### src/rtl/mem_ctrl_pkg.sv
// rtl/mem_ctrl_pkg.sv - shared encodings, state type and size helper for the memory handshake controller
package mem_ctrl_pkg;

  localparam logic [1:0] SZ_BYTE  = 2'b00;
  localparam logic [1:0] SZ_HALF  = 2'b01;
  localparam logic [1:0] SZ_WORD  = 2'b10;
  localparam logic [1:0] SZ_DWORD = 2'b11;

  localparam int DEFAULT_TIMEOUT = 16;

  typedef enum logic [2:0] {
    ST_IDLE    = 3'd0,
    ST_SETUP   = 3'd1,
    ST_STROBE  = 3'd2,
    ST_RELEASE = 3'd3,
    ST_RESP    = 3'd4
  } state_t;

  // Number of bytes touched by an access of the given size encoding.
  function automatic logic [3:0] size_bytes(input logic [1:0] size);
    logic [3:0] n;
    case (size)
      SZ_BYTE: n = 4'd1;
      SZ_HALF: n = 4'd2;
      SZ_WORD: n = 4'd4;
      default: n = 4'd8;
    endcase
    return n;
  endfunction

endpackage

### src/rtl/mem_wait_timer.sv
// rtl/mem_wait_timer.sv - per-beat wait counter for the RAM strobe phase
module mem_wait_timer
  import mem_ctrl_pkg::*;
#(
  parameter int TIMEOUT = DEFAULT_TIMEOUT
) (
  input  logic clk,
  input  logic rst_n,
  input  logic clear,
  input  logic enable,
  output logic sample_ok,
  output logic expired
);

  localparam int CW = (TIMEOUT > 2) ? $clog2(TIMEOUT) : 1;

  logic [CW-1:0] count;

  // Count strobe cycles; saturate at the last allowed value so a late exit cannot wrap.
  always_ff @(posedge clk or negedge rst_n) begin
    if (!rst_n) begin
      count <= '0;
    end else if (clear) begin
      count <= '0;
    end else if (enable && !expired) begin
      count <= count + 1'b1;
    end
  end

  // The first strobe cycle may still see the previous access's MFC, so it never qualifies.
  assign sample_ok = (count != '0);
  assign expired   = (count == CW'(TIMEOUT - 1));

endmodule

### src/rtl/mem_handshake_ctrl.sv
// rtl/mem_handshake_ctrl.sv - load/store sequencer for the big-endian asynchronous RAM handshake
module mem_handshake_ctrl
  import mem_ctrl_pkg::*;
#(
  parameter int TIMEOUT = DEFAULT_TIMEOUT
) (
  input  logic        Clk,
  input  logic        Reset_n,
  input  logic        Req,
  input  logic        RW,
  input  logic [7:0]  Addr,
  input  logic [1:0]  Size,
  input  logic [63:0] WData,
  output logic [63:0] RData,
  output logic        Done,
  output logic        Err,
  output logic        Busy,
  output logic        MemEnable,
  output logic        MemRW,
  output logic [7:0]  MemAddr,
  output logic [1:0]  MemSize,
  output logic [31:0] MemDataOut,
  input  logic [31:0] MemDataIn,
  input  logic        MemMFC
);

  state_t      state;
  logic        rw_q;
  logic [7:0]  addr_q;
  logic [1:0]  size_q;
  logic [63:0] wdata_q;
  logic        beat_q;

  logic        timer_clear;
  logic        timer_enable;
  logic        sample_ok;
  logic        expired;
  logic [8:0]  end_addr;
  logic        range_bad;

  // Last byte touched by the incoming request; bit 8 set means it runs off the 256-byte RAM.
  assign end_addr  = {1'b0, Addr} + {5'b0, size_bytes(Size)} - 9'd1;
  assign range_bad = end_addr[8];

  assign timer_clear  = (state != ST_STROBE);
  assign timer_enable = (state == ST_STROBE);

  mem_wait_timer #(
    .TIMEOUT (TIMEOUT)
  ) u_wait_timer (
    .clk       (Clk),
    .rst_n     (Reset_n),
    .clear     (timer_clear),
    .enable    (timer_enable),
    .sample_ok (sample_ok),
    .expired   (expired)
  );

  // Request sequencer: every output is registered and set on the edge entering its state.
  always_ff @(posedge Clk or negedge Reset_n) begin
    if (!Reset_n) begin
      state      <= ST_IDLE;
      rw_q       <= 1'b1;
      addr_q     <= '0;
      size_q     <= SZ_BYTE;
      wdata_q    <= '0;
      beat_q     <= 1'b0;
      RData      <= '0;
      Done       <= 1'b0;
      Err        <= 1'b0;
      Busy       <= 1'b0;
      MemEnable  <= 1'b0;
      MemRW      <= 1'b1;
      MemAddr    <= '0;
      MemSize    <= SZ_BYTE;
      MemDataOut <= '0;
    end else begin
      case (state)
        ST_IDLE: begin
          Done <= 1'b0;
          if (Req) begin
            rw_q    <= RW;
            addr_q  <= Addr;
            size_q  <= Size;
            wdata_q <= WData;
            beat_q  <= 1'b0;
            RData   <= '0;
            Busy    <= 1'b1;
            if (range_bad) begin
              Err   <= 1'b1;
              state <= ST_RESP;
            end else begin
              Err        <= 1'b0;
              MemAddr    <= Addr;
              MemRW      <= RW;
              MemSize    <= (Size == SZ_DWORD) ? SZ_WORD : Size;
              MemDataOut <= (Size == SZ_DWORD) ? WData[63:32] : WData[31:0];
              state      <= ST_SETUP;
            end
          end
        end

        ST_SETUP: begin
          MemEnable <= 1'b1;
          state     <= ST_STROBE;
        end

        ST_STROBE: begin
          if (sample_ok && MemMFC) begin
            if (rw_q) begin
              case (size_q)
                SZ_BYTE: RData <= {56'b0, MemDataIn[7:0]};
                SZ_HALF: RData <= {48'b0, MemDataIn[15:0]};
                SZ_WORD: RData <= {32'b0, MemDataIn};
                default: begin
                  if (beat_q) RData[31:0]  <= MemDataIn;
                  else        RData[63:32] <= MemDataIn;
                end
              endcase
            end
            MemEnable <= 1'b0;
            state     <= ST_RELEASE;
          end else if (expired) begin
            Err       <= 1'b1;
            MemEnable <= 1'b0;
            state     <= ST_RELEASE;
          end
        end

        ST_RELEASE: begin
          if ((size_q == SZ_DWORD) && !beat_q && !Err) begin
            beat_q     <= 1'b1;
            MemAddr    <= addr_q + 8'd4;
            MemDataOut <= wdata_q[31:0];
            state      <= ST_SETUP;
          end else begin
            Done  <= 1'b1;
            state <= ST_RESP;
          end
        end

        ST_RESP: begin
          // A range error arrives here with Done still low and raises it one cycle later.
          if (Done) begin
            Done  <= 1'b0;
            Busy  <= 1'b0;
            state <= ST_IDLE;
          end else begin
            Done <= 1'b1;
          end
        end

        default: begin
          MemEnable <= 1'b0;
          Done      <= 1'b0;
          Busy      <= 1'b0;
          state     <= ST_IDLE;
        end
      endcase
    end
  end

endmodule

### config.mk
export PLATFORM = sky130hd
export DESIGN_NAME = mem_handshake_ctrl
export DESIGN_NICKNAME = d
export VERILOG_FILES = /design/src/rtl/mem_ctrl_pkg.sv /design/src/rtl/mem_wait_timer.sv /design/src/rtl/mem_handshake_ctrl.sv
export SDC_FILE = /design/constraint.sdc
export NUM_CORES = 1
export LEC_CHECK = 0
export ABC_CLOCK_PERIOD_IN_PS = 2400
export CAP_MARGIN = 20
export CORE_ASPECT_RATIO = 1.75
export CORE_MARGIN = 1.5
export CORE_UTILIZATION = 50
export CTS_BUF_LIST = sky130_fd_sc_hd__clkbuf_2 sky130_fd_sc_hd__clkbuf_4 sky130_fd_sc_hd__clkbuf_8
export DETAILED_ROUTE_END_ITERATION = 6
export PLACE_DENSITY = 0.81
export REMOVE_ABC_BUFFERS = 1
export SKIP_CTS_REPAIR_TIMING = 1
export SYNTH_ARGS = -nofsm -noshare
export SYNTH_HDL_FRONTEND = slang
export SYNTH_HIERARCHICAL = 1
export SYNTH_SLANG_ARGS = --single-unit
### constraint.sdc
create_clock -name Clk -period 2.4 [get_ports Clk]
set_clock_uncertainty 0.05 [all_clocks]
set_input_delay 0.48 -clock Clk [delete_from_list [all_inputs] [get_ports Clk]]
set_output_delay 0.48 -clock Clk [all_outputs]
set_load 0.1 [all_outputs]
# Yosys cells after proc, flatten, opt, wreduce, memory -nomap -nowiden
# Index checks and enable logic that the tools add are counted.
[classes]
n_eq_ne = 24
reduce_logical = 28
mux = 44
bitwise_logic = 4
addsub = 4
[op_table]
columns = ["op", "count"]
rows = [
  ["$mux 32", 6],
  ["$mux 64", 3],
  ["$pmux 64 s3", 1],
  ["$pmux 64 s2", 1],
  ["$pmux 32 s2", 1],
  ["$mux 8", 3],
  ["$mux 3", 6],
  ["$ne 2x2->1 const B", 9],
  ["$pmux 8 s2", 1],
  ["$pmux 3 s5", 1],
  ["$mux 1", 12],
  ["$pmux 4 s3", 1],
  ["$reduce_and 3->1", 4],
  ["$ne 5x5->1 const B", 2],
  ["$reduce_and 5->1", 2],
  ["$add 8x4->9", 1],
  ["$pmux 1 s3", 3],
  ["$sub 9x1->9 const B", 1],
  ["$add 8x3->8 const B", 1],
  ["$eq 2x2->1 const B", 4],
  ["$mux 4", 2],
  ["$reduce_and 4->1", 2],
  ["$eq 3x2->1 const B", 2],
  ["$reduce_and 2->1", 3],
  ["18 further kinds", 32],
]
[totals]
regBits = 162
out_inout_bits = 111
elab_cells = 121
input_bits = 111

# Logic depth before layout (Yosys ltp)
# Gate-level depths: netlist of run 1.
[logic_depth]
word_depth = 7
ltp_mapped = 11
mapped_depth_nobuf = 9

# Hierarchy
# The synthesis of run 1 kept the hierarchy.
[modules_own_cells]
columns = ["module", "area_each_um2", "cells_each", "instances", "seq_area_each_um2"]
rows = [
  ["mem_handshake_ctrl", 7683.6, 696, 1, 3956.3],
  ["mem_wait_timer", 249.0, 24, 1, 100.1],
]

# Worst setup path after synthesis of run 1
# OpenSTA, ideal clock, no wires.
[synth_path]
kind = "input port to flip-flop"
from = "input port Size[0]"
to = "register MemDataOut[20]"
path_buffers = 2
t_required_ps = 2225
setup_ps = 125
slack_ps = -943
t_arrival_ps = 3168
cell_stages = 11
cell_sequence = "nand2_1 buf_1 ha_1 inv_1 ha_1 a21oi_1 o21ai_0 o21a_1 a311oi_4 buf_6 mux2_2"
[synth_via]
elab_chain_len = 6
word_cells_on_any_way = 13
classes_between = "2 x add/sub; 4 x eq/ne; 5 x mux; 2 x reduce/logical"
[synth_lines]
columns = ["element", "line", "text"]
rows = [
  ["start: declaration", "mem_handshake_ctrl.sv:12", "input logic [1:0] Size,"],
  ["$eq 2x2->1, or another cell as far along", "mem_ctrl_pkg.sv:22", "case (size)"],
  ["$pmux 4 s3", "mem_ctrl_pkg.sv:22", ""],
  ["$add 8x4->9", "mem_handshake_ctrl.sv:42", "assign end_addr = {1'b0, Addr} + {5'b0, size_bytes(Size)} - 9'd1;"],
  ["$sub 9x1->9", "mem_handshake_ctrl.sv:42", ""],
  ["$ne 2x2->1 (no line)", "n/a", ""],
  ["$reduce_and 4->1 (no line)", "n/a", ""],
  ["end signal: assignment", "mem_handshake_ctrl.sv:97", "MemDataOut <= (Size == SZ_DWORD) ? WData[63:32] : WData[31:0];"],
  ["end signal: assignment", "mem_handshake_ctrl.sv:134", "MemDataOut <= wdata_q[31:0];"],
  ["end: declaration", "mem_handshake_ctrl.sv:22", "output logic [31:0] MemDataOut,"],
]
# Several ways; a longest one is shown, not always the timed one. The select of a mux whose other input is x is not followed.
# A chain may end at the register's enable or synchronous reset.

# Worst setup path in the final report of run 1
[layout_path]
from = "input port Size[0]"
to = "register MemDataOut[23]"
# Same word-level chain as after synthesis.

==> results by group, run 1 <==
Run status
  • Status: finished with violations
  • Violated checks: negative setup slack

GRT
  • Grt met3 use: 5.19%
  • Met1 usage: 24.5%
  • Met2 Use GR: 41.7%
  • Gr usage total: 22.2%
  • Initial antenna violation count: 1
  • Largest net degree at the start of global routing: 78
  • First-pass GRT wire length: 29900 um
  • Via count of the first global-routing pass: 6318
  • GR peak layer: met2
  • Gr ovfl total: 0

Setup path
  • Max incr delay on CP: 0.30 ns
  • Startpoint Class: input pin
  • CP startpoint: Size[0]
  • Critical path buffer and inverter count: 4
  • CP max stage cell: o22ai_2
  • Crit path arrival time: 2.83 ns
  • CP cell instances: buf_6, nand2b_4, ha_4, inv_1, ha_4, nand4b_1, o22ai_2, nor3_2, a311oi_4, buf_6, clkbuf_16, mux2_4
  • Worst-path maximum fanout: 7
  • Crit end category: register
  • Number of cells on the critical path: 12
  • Critical path class: in -> reg
  • Family with the most delay on the worst path: buffers and inverters
  • CP required: 2.68 ns
  • R2R Path Start: size_q[1]
  • Worst reg2reg path depth: 8

Layout
  • Synth-to-layout area growth: 40.6%
  • Post-Layout Cell Count: 1176
  • Post-Route Utilization: 72.1%
  • Register area: 0.00406 mm^2
  • Area of the multi-input gates: 0.00361 mm^2
  • Most frequent cells in the layout: dfrtp_1 (160), buf_4 (146), mux2i_1 (100), clkdlybuf4s50_1 (100), inv_1 (85)
  • Final nets: 1104
  • Fillers: 1150
  • Share of cells above drive strength 1: 32.0%
  • Commonest non-fill, non-tap cell in the layout: dfrtp_1

Worst hold path
  • Worst min-delay path startpoint: Size[1]
  • Worst hold-check path type: in -> reg
  • Hold depth: 3

Clock tree
  • CTS tree: yes
  • Clock root cell: clkbuf_8
  • Clock transition at the registers of the reported paths: 0.09 ns
  • Clock Sinks: 162
  • Clk_lat worst skew: 0.44 ns
  • H-tree depth: 4
  • Max Root-Sink Buffers: 2
  • Total CTS buffers: 17

Run
  • Maxcap violations: 0

Floorplanning
  • DIE AREA: 0.0167 mm^2
  • Io pins: 222
  • Chip width: 98.2 um
  • Core Rows: 60
  • Floorplan core area: 0.0155 mm^2
  • Initial Util: 51.3%
  • Die Height: 170 um

Synth
  • Asr flop ratio synth: 100%
  • EDFF count, synth: 0
  • Post-synth top flop: dfrtp_1
  • Syn Inst Count: 720
  • Post-Synthesis Cell Area: 0.00793 mm^2
  • Post-synthesis register bit count: 162
  • Synth warn: 6
  • Syn_area_per_cell: 11.0 um^2
  • Register area share after synthesis: 51.1%
  • Distinct cells, synth: 48

Timing
  • Tightest Pin Transition: 0.779 ns
  • Final cycle utilization of the critical path: 106%
  • Min Tclk post-route: 2.54 ns
  • Slack of the critical path: -0.142 ns
  • Max-slew violations: 0
  • Hold Slack: 0.226 ns
  • Unrepaired setup endpoints after global routing: true
  • Rel. slew slack: 48.0%
  • Max Fclk: 393 MHz
  • Final setup viols: 35
  • Setup TNS: -4.29 ns
  • Count of final hold-check violations: 0

Route
  • DRC errors left: 0
  • Number of DRC markers in iteration 0: 187
  • Vias: 6067
  • DR pass1 iterations: 4
  • Drt wl/cell: 16.7 um
  • Antenna viol nets, final: 0
  • Wirelength, routed: 19700 um
  • DR vias/cell: 5.16

Power
  • IR drop worst, VDD: 0.00116 V
  • Power per cell area: 1430 mW/mm^2
  • Leakage power figure: 5.52 nW

Placed design
  • Dpl cells: 1133
  • Dpl ws: -1.16 ns
  • RD Place Congestion: 0.822
  • DP HPWL: 13100 um
  • Port-buffer cells: 221
[cell families (layout without fill, tap and decap cells)]
group,Yosys count,count (layout),share of synthesized area [%]
mux,186,186,24.9
flops,162,162,51.1
simple gates,154,154,8.61
buf+inv,124,393,6.59
compound gates,71,71,5.44
fa+ha+maj,17,17,2.68
xor+xnor,6,6,0.663
other cells,0,1,0
[power by group]
| part | switching, mW | internal, mW |
|---|---|---|
| registers | 0.646 | 3.75 |
| clock network | 1.11 | 0.871 |
| logic | 6.54 | 3.02 |
[tightest hold or removal path, stage by stage]
cell and delay (ns):
buf_12 0.09, nand2_1 0.04, o21ai_0 0.06
[layer usage]
layer / vias up / wire length, um
met4: 0 / 526
met1: 2961 / 7440
met3: 30 / 1020
met2: 173 / 10700
li1: 2903 / -
met5: - / 0
[synthesized netlist by cell type, drive strengths merged (3+ instances only)]
master	count	area, um^2
buf	22	140
clkbuf	14	52.6
a21oi	41	205
xor2	3	26.3
mux2i	100	1000
ha	17	213
xnor2	3	26.3
o21ai	11	55.1
o22ai	3	18.8
nor2	47	176
dfrtp	160	4000
nor3	6	30.0
nand3	3	15.0
nand2	76	285
nor2b	4	27.5
mux2	86	972
inv	88	330
nand2b	6	37.5
[per-stage QoR]
step | instance area [um^2] | total power [mW]
floorplan | 7740 | 11.2
global placement | 10300 | 13.3
detailed placement | 10300 | 13.5
CTS | 10700 | 15.5
finish | 11200 | 15.9
global route | 11200 | 16.6
[registers in the layout, indices dropped and copies added (netlist names), 2 cells and up]
name	cells
u_wait_timer/count	4
addr_q	8
state	3
RData	64
MemAddr	8
MemSize	2
MemDataOut	32
size_q	2
wdata_q	32
[final timing paths]
path,endpoint,slack [ns]
worst max-delay path,MemDataOut[23],-0.14
worst min-delay path,size_q[1],0.23
worst max register to register,MemDataOut[23],0.06
worst min register to register,MemDataOut[25],0.44
max in group asynchronous,MemRW,1.10
min in group asynchronous,wdata_q[6],0.47
[layout make-up]
type	instances	share of cell area (%)
Sequential cell	162	36.4
Multi-Input combinational cell	434	32.4
Timing Repair Buffer	273	22.7
Inverter	88	2.98
Clock buffer	18	2.16
Tap cell	186	2.09
Clock inverter	14	1.32
Antenna cell	1	0.0224
(Power assumes the default switching activity.)
==> run 2: changes to the inputs <==
CAP_MARGIN = 10   (was 20)
CORE_ASPECT_RATIO = 0.75   (was 1.75)
CORE_MARGIN = 4   (was 1.5)
==> results by group, run 2 (synthesis gave the netlist of run 1 again) <==
Clock tree
  • Clk_lat worst skew: 0.46 ns (+0.02 ns)
  • H-tree depth: 4 (unchanged)
  • Clock root cell: clkbuf_8
  • CTS tree: yes
  • Clock Sinks: 162 (unchanged)
  • Clock transition at the registers of the reported paths: 0.09 ns (about the same)
  • Max Root-Sink Buffers: 2 (unchanged)
  • Total CTS buffers: 17 (unchanged)

Layout
  • Register area: 0.00406 mm^2 (unchanged)
  • Fillers: 1122 (-2.4%)
  • Share of cells above drive strength 1: 31.6% (-0.37 points)
  • Synth-to-layout area growth: 39.9%
  • Biggest regs: RData x64, MemDataOut x32, wdata_q x32
  • Final Cell Area: 0.0111 mm^2 (-0.53%)
  • ANT cells: 0 (-1)
  • Final nets: 1106 (+0.18%)
  • Most frequent cells in the layout: dfrtp_1 (160), buf_4 (149), mux2i_1 (100), clkdlybuf4s50_1 (100), inv_1 (86)
  • Post-Route Utilization: 72.2% (about the same)
  • Area of the multi-input gates: 0.00356 mm^2 (-1.4%)
  • Max reg flops: 64 (unchanged)
  • Largest Register: RData
  • Commonest non-fill, non-tap cell in the layout: dfrtp_1

Setup path
  • CP cell instances: clkbuf_2, inv_1, ha_1, inv_2, ha_4, a21oi_2, o21ai_2, o21a_1, a311oi_4, buf_6, clkbuf_16, mux2_4
  • CP required: 2.69 ns (about the same)
  • R2R Path End: MemDataOut[15]
  • Startpoint Class: input pin
  • Crit path to: MemDataOut[15]
  • Worst-path maximum fanout: 8 (+1)
  • Number of cells on the critical path: 12 (unchanged)
  • Crit end category: register
  • Max incr delay on CP: 0.32 ns (+0.02 ns)
  • Family with the most delay on the worst path: compound AO/OA/AOI/OAI gates
  • R2R setup slack: 0.14 ns (+0.08 ns)
  • CP max stage cell: ha_1
  • Crit path arrival time: 2.73 ns (-0.10 ns)
  • CP startpoint: Addr[3]
  • Worst reg2reg path depth: 8 (unchanged)
  • Critical path buffer and inverter count: 5 (+1)
  • Critical path class: in -> reg
  • R2R Path Start: size_q[0]

Power
  • Switching part of the total: 52.7% (+0.62 points)
  • NetSw: 8.29 mW (about the same)
  • Comb power frac: 60.1% (+0.2 points)
  • Clock power share: 11.8% (-0.6 points)
  • Power per cell area: 1420 mW/mm^2 (-0.74%)
  • IR drop worst, VDD: 0.00112 V (-4.1%)
  • Share of power burned in registers: 28.0% (+0.4 points)
  • Int Power: 7.45 mW (-2.5%)
  • Leakage power figure: 5.47 nW (-0.92%)

Placed design
  • Placed standard-cell area: 0.0104 mm^2 (+0.23%)
  • DP HPWL: 14000 um (+6.2%)
  • Port-buffer cells: 221 (unchanged)
  • RD Place Congestion: 0.816 (-0.75%)

Floorplanning
  • Core Rows: 39 (-35%)
  • Die Height: 117 um (-31%)
  • Io pins: 222 (unchanged)
  • Floorplan core area: 0.0154 mm^2 (-0.61%)
  • Chip width: 153 um (+56%)
  • DIE AREA: 0.0180 mm^2 (+7.8%)
  • Initial Util: 51.6% (+0.31 points)

Route
  • DR vias/cell: 5.07 (-1.7%)
  • Drt wl/cell: 17.2 um (+2.8%)
  • Vias: 6065 (-0.033%)
  • Antenna viol nets, final: 0 (unchanged)
  • DRC errors left: 0 (unchanged)
  • DR pass1 iterations: 5 (+1)
  • Number of DRC markers in iteration 0: 278 (+49%)
  • Wirelength, routed: 20600 um (+4.5%)

Run
  • Maxcap violations: 0 (unchanged)

Timing
  • Slack of the critical path: -0.0314 ns (+0.111 ns)
  • Count of final hold-check violations: 0 (unchanged)
  • Max-slew violations: 0 (unchanged)
  • Rel. slew slack: 46.0% (-2.0 points)
  • Unrepaired setup endpoints after global routing: true
  • Max Fclk: 411 MHz (+4.6%)
  • Min Tclk post-route: 2.43 ns (-0.111 ns)
  • Final cycle utilization of the critical path: 101% (-4.6 points)
  • Final setup viols: 38 (+8.6%)
  • Tightest Pin Transition: 0.810 ns (+0.0306 ns)

Worst hold path
  • Worst min-delay path startpoint: Addr[1]
  • Worst hold-check path type: in -> reg

Run status
  • Status: finished with violations
  • Violated checks: negative setup slack

GRT
  • Initial antenna violation count: 0 (-1)
  • Gr ovfl total: 0 (unchanged)
  • Largest net degree at the start of global routing: 78 (unchanged)
  • Via count of the first global-routing pass: 5950 (-5.8%)
  • First-pass GRT wire length: 30600 um (+2.5%)
  • Gr usage total: 21.3% (-0.93 points)
## run 2: power groups by stage
stage	combinational [mW]	clock (mW)	sequential, mW
after floorplan	2.41	0	8.81
after global placement	8.98	0	4.40
after detailed placement	9.08	0	4.43
after CTS	9.09	1.89	4.40
after global routing	9.83	2.02	4.54
final	9.46	1.86	4.41
## run 2: stage by stage
step                worst slack (ns)  TNS, ns  hold WS, ns  std cells  power, mW
finish                       -0.0314   -0.529        0.274       1196       15.7
global route                 -0.0394   -0.840        0.266       1196       16.4
detailed placement             -1.06   -45.65        0.372       1152       13.5
global placement              -0.993   -43.01        0.372       1152       13.4
CTS                           -0.587   -23.87       -0.138       1184       15.4
floorplan                      -2.19  -225.07        0.134        684       11.2
## run 2: area by class of cell
| type | instances | share of cell area [%] |
|---|---|---|
| clock buffers | 19 | 2.30 |
| clock inverters | 13 | 0.936 |
| inverters | 88 | 3.00 |
| multi-input cells | 434 | 32.1 |
| flip-flops and latches | 162 | 36.6 |
| well taps | 205 | 2.31 |
| repair buffers | 275 | 22.8 |
## run 2: metal layers
metal	vias to the layer above	track usage [%]	part of all wire (%)
li1	2923	-	-
met1	2936	28.7	44
met2	172	34.0	48
met3	34	5.73	6.0
met4	0	6.94	2.1
met5	-	0	0
## run 2: worst min-delay path by stage
| stage | endpoint | slack, ns | depth (start not counted) |
|---|---|---|---|
| finish | addr_q[1] | 0.27 | 2 |
| global route | addr_q[2] | 0.27 | 2 |
| detailed placement | RData[5] | 0.37 | 1 |
| floorplan | Busy | 0.13 | 0 |
| global placement | RData[5] | 0.37 | 1 |
| CTS | RData[5] | -0.14 | 1 |
